## src/rtl/div_unit.sv

```systemverilog
// Iterative restoring divider for RV32M DIV/DIVU/REM/REMU.
// Optional: DIV_FAST_SPECIAL_EN finishes /0 and overflow at accept.
module div_unit #(
  parameter int XLEN = 32
) (
  input  logic            clk,
  input  logic            rst_n,
  input  logic            start,
  input  logic [1:0]      funct,
  input  logic [XLEN-1:0] rs1,
  input  logic [XLEN-1:0] rs2,
  input  logic            kill,
  output logic            busy,
  output logic            done,
  output logic [XLEN-1:0] result
);

  typedef enum logic [1:0] {
    IDLE,
    RUN,
    FIX,
    FIN
  } state_t;

  state_t state, nxt;

  logic [4:0]  cnt;
  logic [31:0] dvd;
  logic [31:0] rem;
  logic [31:0] dvs;
  logic        is_rem;
  logic        neg_q;
  logic        neg_r;

  logic        acc;
  logic        sgn;
  logic        dz;
  logic [31:0] a1;
  logic [31:0] a2;
  logic [32:0] sh;
  logic [32:0] diff;
  logic        ge;
  logic [31:0] qv;
  logic [31:0] rv;
  logic [31:0] fin;

`ifdef DIV_FAST_SPECIAL_EN
  logic        ovf;
  logic        special;
  logic [31:0] spec_res;
`endif

  assign sgn = ~funct[0];
  assign dz  = (rs2 == 32'h0);
  assign acc = start & ~kill & ((state == IDLE) | (state == FIN));
  assign a1  = (sgn & rs1[31]) ? (~rs1 + 32'd1) : rs1;
  assign a2  = (sgn & rs2[31]) ? (~rs2 + 32'd1) : rs2;

`ifdef DIV_FAST_SPECIAL_EN
  assign ovf = sgn & (rs1 == 32'h8000_0000) & (rs2 == 32'hFFFF_FFFF);
  assign special = dz | ovf;
  assign spec_res = funct[1] ? (dz ? rs1 : 32'h0)
                             : (dz ? 32'hFFFF_FFFF : 32'h8000_0000);
`endif

  // one restoring step: shift in next dividend bit, trial subtract
  assign sh   = {rem, dvd[31]};
  assign diff = sh - {1'b0, dvs};
  assign ge   = ~diff[32];

  // sign correction applied in FIX
  assign qv  = neg_q ? (~dvd + 32'd1) : dvd;
  assign rv  = neg_r ? (~rem + 32'd1) : rem;
  assign fin = is_rem ? rv : qv;

  assign busy = (state == RUN) | (state == FIX);
  assign done = (state == FIN);

  // state register
  always_ff @(posedge clk or negedge rst_n) begin
    if (!rst_n) state <= IDLE;
    else        state <= nxt;
  end

  // next-state logic; kill overrides everything
  always_comb begin
    nxt = state;
    unique case (state)
      IDLE, FIN: begin
        if (acc) begin
`ifdef DIV_FAST_SPECIAL_EN
          nxt = special ? FIN : RUN;
`else
          nxt = RUN;
`endif
        end else if (state == FIN) begin
          nxt = IDLE;
        end
      end
      RUN: if (cnt == 5'd31) nxt = FIX;
      FIX: nxt = FIN;
      default: nxt = IDLE;
    endcase
    if (kill) nxt = IDLE;
  end

  // datapath: operand latch, iteration, result load
  always_ff @(posedge clk or negedge rst_n) begin
    if (!rst_n) begin
      cnt    <= 5'd0;
      dvd    <= 32'h0;
      rem    <= 32'h0;
      dvs    <= 32'h0;
      is_rem <= 1'b0;
      neg_q  <= 1'b0;
      neg_r  <= 1'b0;
      result <= '0;
    end else if (acc) begin
      cnt    <= 5'd0;
      dvd    <= a1;
      rem    <= 32'h0;
      dvs    <= a2;
      is_rem <= funct[1];
      neg_q  <= sgn & (rs1[31] ^ rs2[31]) & ~dz;
      neg_r  <= sgn & rs1[31];
`ifdef DIV_FAST_SPECIAL_EN
      if (special) result <= spec_res;
`endif
    end else if (state == RUN) begin
      rem <= ge ? diff[31:0] : sh[31:0];
      dvd <= {dvd[30:0], ge};
      cnt <= cnt + 5'd1;
    end else if ((state == FIX) && !kill) begin
      result <= fin;
    end
  end

endmodule

```

## config.mk

```make
export PLATFORM = sky130hd
export DESIGN_NAME = div_unit
export DESIGN_NICKNAME = d
export VERILOG_FILES = /design/src/rtl/div_unit.sv
export SDC_FILE = /design/constraint.sdc
export NUM_CORES = 1
export LEC_CHECK = 0
export BUFFER_PORTS_ARGS = -buffer_cell sky130_fd_sc_hd__buf_2
export CAP_MARGIN = 40
export CORE_AREA = 2 2 135 137
export CTS_CLUSTER_SIZE = 25
export DETAILED_ROUTE_END_ITERATION = 12
export DIE_AREA = 0 0 137 139
export GPL_TIMING_DRIVEN = 1
export PLACE_DENSITY = 0.81
export SYNTH_ARGS = -nofsm -noshare
export SYNTH_HDL_FRONTEND = slang
export SYNTH_SLANG_ARGS = --single-unit
```

## constraint.sdc

```tcl
create_clock -name clk -period 3.4 [get_ports clk]
set_input_delay 0 -clock clk [delete_from_list [all_inputs] [get_ports clk]]
set_output_delay 0 -clock clk [all_outputs]
set_load 0.02 [all_outputs]
```

==> flow_metrics.tcl <==
set metrics [dict create \
    top_usage_layer "met2" \
    viasPerCell 6.09 \
    cp_max_fo 14 \
    outcome "finished clean" \
    grt_use_met1_pct 41.6 \
    first_pass_iters 5 \
    timing.final.crit_share_pct 98.3 \
    rsz0062_at_grt "true" \
    crit_type "reg -> reg" \
    wire_per_inst_um 17.9 \
    grt_use_met3_pct 5.19 \
    gp_congestion 0.914 \
    async_flop_share_pct 100 \
    antenna_found_initial 0 \
    dr_total_vias 10300 \
    p_leak_uw 0.00566 \
    sw_frac_of_total_pct 47.8 \
    cts_root_buf "clkbuf_16" \
    internal_power_uw 7480 \
    critPathCaptureType "flop" \
    drc 0 \
    slew_headroom_pct 37.5 \
    worst_hold_path_type "in -> reg" \
    setup_viol 0 \
    synth_edf_count 0 \
    cts_buffers 17 \
    power_frac_comb_pct 65.0 \
    cts_tree "done" \
    fmax_mhz 299 \
    p_seq_share_pct 22.7 \
    rows 49 \
    clock_power_share_pct 12.2 \
    fillers 1327 \
    crit_chain "inv_1, ha_1, fa_1, nand2b_1, a21o_1, a32oi_2, a211oi_1, o21ai_2, a221o_2, xor2_4, buf_4, clkbuf_16, mux2i_1, a211oi_1" \
    area_growth_pct 20.6 \
    ys.flop_type "dfrtp_1" \
    h-tree-depth 4 \
    critical-path-top-delay-family "compound AO/OA/AOI/OAI gates" \
    die_x_um 137 \
    core_area_mm2 0.0177 \
    n_antenna_cell 0 \
    wl_um 30300 \
    synth.distinct_cells 65 \
    path_buf_inv 3 \
    cap_viol_max_count 0 \
    io_buffers 103 \
    synth_nets 1404 \
    cts.sink_count 138 \
    die_area_mm2 0.0190 \
    top_level_ports 104 \
    netlist_instances 1292 \
    worstMarginPinSlew_ns 0.938 \
    yosysWarningCount 0 \
    track_usage_pct 31.8 \
    worst_clock_skew_ns 0.0102 \
    power.total_uw 14300 \
    grt_use_met2_pct 51.5 \
    synth.avg_cell_area_um2 8.16 \
    ant_nets 0 \
    grt_remaining_overflow 0 \
    hold_viol 0 \
    critPathMaxStageDelay_ns 0.40 \
    fin_util_pct 72.0 \
    fin_tns_setup_ns 0 \
    p_switching_uw 6840 \
    grt_max_degree 99 \
    insertion_delay_ns 0.43 \
    cp_slowest_cell "dfrtp_1" \
    die_y_um 139 \
    dp_hpwl_um 20600 \
    vdd_drop_max_mv 0.612 \
    grt_pass1_wl_um 48400 \
    power_density_mw_per_mm2 1130 \
    first_global_vias 9889 \
    clk_pin_slew_ns 0.06 \
    fin_crit_ns 3.34 \
    multi_input_area_mm2 0.00662 \
    required_ns 3.67 \
    arrival_ns 3.61 \
    clock_path_buffers 2 \
    ys_seq_area_share_pct 32.8 \
    final-max-slew-violation-count 0 \
    netlist_area_mm2 0.0105 \
    drive_gt1_share_pct 14.0 \
    seq_area_mm2 0.00345 \
    layout.nets 1564 \
    start_util_pct 59.7 \
    drtIter0Drc 866 \
    start_kind "flop" \
    cpMostUsedCell "a211oi_1" \
    ys_ff_latch 138 \
]
-- what timing repair did --
item                                    CTS  global route
resized for setup                         0             1
endpoints found under the setup margin    0             3
hold buffers                             66             0
hold endpoints to repair                148             0
setup buffers                             0            12
-- state kept, by name (all words and copies together) (netlist names) --
name / flops
rem: 32
neg_q: 1
dvs: 32
cnt: 5
neg_r: 1
state: 2
result: 32
is_rem: 1
dvd: 32
-- placed cells by master, fill, tap and decap left out, types with 4 or more instances in the layout --
cell | Yosys | layout
clkbuf_16 | 0 | 18
o21a_1 | 5 | 5
mux2i_1 | 62 | 62
nand2_1 | 169 | 168
xor2_1 | 73 | 73
buf_12 | 0 | 4
o21ai_0 | 178 | 178
nand2b_1 | 14 | 14
nand4_1 | 5 | 5
a211oi_1 | 11 | 11
o211ai_1 | 6 | 6
or4_1 | 11 | 11
nor4_1 | 8 | 8
nor2_1 | 73 | 73
o21ai_1 | 12 | 12
dfrtp_1 | 138 | 137
or3_1 | 17 | 17
buf_4 | 1 | 34
clkinvlp_4 | 0 | 4
and3_1 | 9 | 9
o31ai_1 | 23 | 22
a31oi_1 | 7 | 7
a21oi_1 | 110 | 110
buf_2 | 3 | 102
ha_1 | 41 | 40
dlygate4sd3_1 | 0 | 66
inv_1 | 57 | 57
o31ai_2 | 3 | 4
xnor2_1 | 73 | 73
or2_2 | 5 | 5
nor2b_1 | 7 | 7
o41ai_1 | 9 | 9
o21bai_1 | 4 | 4
nor3_1 | 16 | 16
nand3_1 | 12 | 11
a21o_1 | 20 | 20
-- power groups by stage --
stage | clock network (uW) | registers [uW] | logic (uW)
after floorplan | 0 | 3200 | 6220
after global placement | 0 | 3340 | 8060
after detailed placement | 0 | 3230 | 8480
after CTS | 1760 | 3220 | 8620
after global routing | 1840 | 3340 | 10100
final | 1750 | 3260 | 9320
-- metal layers --
metal | routed length (um) | share of wire, % | vias to the layer above
met4 | 1050 | 3.5 | 0
met2 | 14700 | 49 | 435
met3 | 1710 | 5.7 | 100
met5 | 0 | 0 | -
met1 | 12800 | 42 | 4908
li1 | - | - | 4860
-- Yosys cell counts, types with 4 or more instances --
library cell | n | area share [%]
inv_1 | 57 | 2.0
a211oi_1 | 11 | 0.78
xnor2_1 | 73 | 6.1
o31ai_1 | 23 | 1.6
and3_1 | 9 | 0.53
mux2i_1 | 62 | 5.9
dfrtp_1 | 138 | 33
a21o_1 | 20 | 1.4
buf_1 | 9 | 0.32
nor2_1 | 73 | 2.6
a31oi_1 | 7 | 0.42
or4_1 | 11 | 0.78
o41ai_1 | 9 | 0.75
or3_1 | 17 | 1.0
a21oi_1 | 110 | 5.2
o21ai_1 | 12 | 0.57
nor3_1 | 16 | 0.76
nand2_1 | 169 | 6.0
nand4_1 | 5 | 0.30
or2_2 | 5 | 0.30
o21bai_1 | 4 | 0.28
nand3_1 | 12 | 0.57
o211ai_1 | 6 | 0.43
nand2b_1 | 14 | 0.83
nor4_1 | 8 | 0.47
ha_1 | 41 | 4.9
o21ai_0 | 178 | 8.5
xor2_1 | 73 | 6.1
o21a_1 | 5 | 0.36
nor2b_1 | 7 | 0.42
clkbuf_1 | 53 | 1.9
-- final cells by class --
cell class                 instances  share of cell area, %
clock buffer                      20                   3.51
clock inverter                    10                  0.758
multi-input combinational       1028                   52.1
tap                              229                   2.25
timing repair buffer             210                   12.6
inverter                          57                   1.68
sequential                       138                   27.2
-- worst register-to-register path, stage by stage, from the launching register on --
cell	delay, ns
dfrtp_1	0.40
inv_1	0.08
ha_1	0.22
fa_1	0.40
nand2b_1	0.17
a21o_1	0.18
a32oi_2	0.24
a211oi_1	0.15
o21ai_2	0.24
a221o_2	0.24
xor2_4	0.22
buf_4	0.17
clkbuf_16	0.18
mux2i_1	0.20
a211oi_1	0.09
-- through the flow --
step	area [um2]	hold WS (ns)	worst slack, ns	instances
3_3_place_gp	11300	0.113	0.212	1578
4_1_cts	12600	0.00240	0.124	1679
2_1_floorplan	10500	-0.296	0.375	1292
3_5_place_dp	11400	0.116	0.155	1583
5_1_grt	12700	0.0429	-0.0733	1692
6_report	12700	0.0146	0.0574	1692
-- final timing paths --
check / startpoint / to / slack, ns / cells after the start
worst max-delay path: dvd[31] / rem[31] / 0.06 / 14
worst min-delay path: rs1[10] / dvd[10] / 0.01 / 5
worst max register to register: dvd[31] / rem[31] / 0.06 / 14
worst min register to register: result[24] / result[24] / 0.47 / 2
max in group asynchronous: rst_n / dvs[24] / 2.28 / 3
min in group asynchronous: rst_n / dvd[24] / 0.20 / 2
-- logic make-up after synthesis --
family                     Yosys count  share of synthesized area (%)
DFF                                138                           32.8
muxes                               65                           6.21
buffers and inverters              126                           4.68
adders and majority gates           42                           5.06
and+or+nand+nor                    365                           16.2
xor gates and xnor gates           147                           12.4
AOI/OAI and AO/OA                  409                           22.8
(Power assumes the default switching activity.)
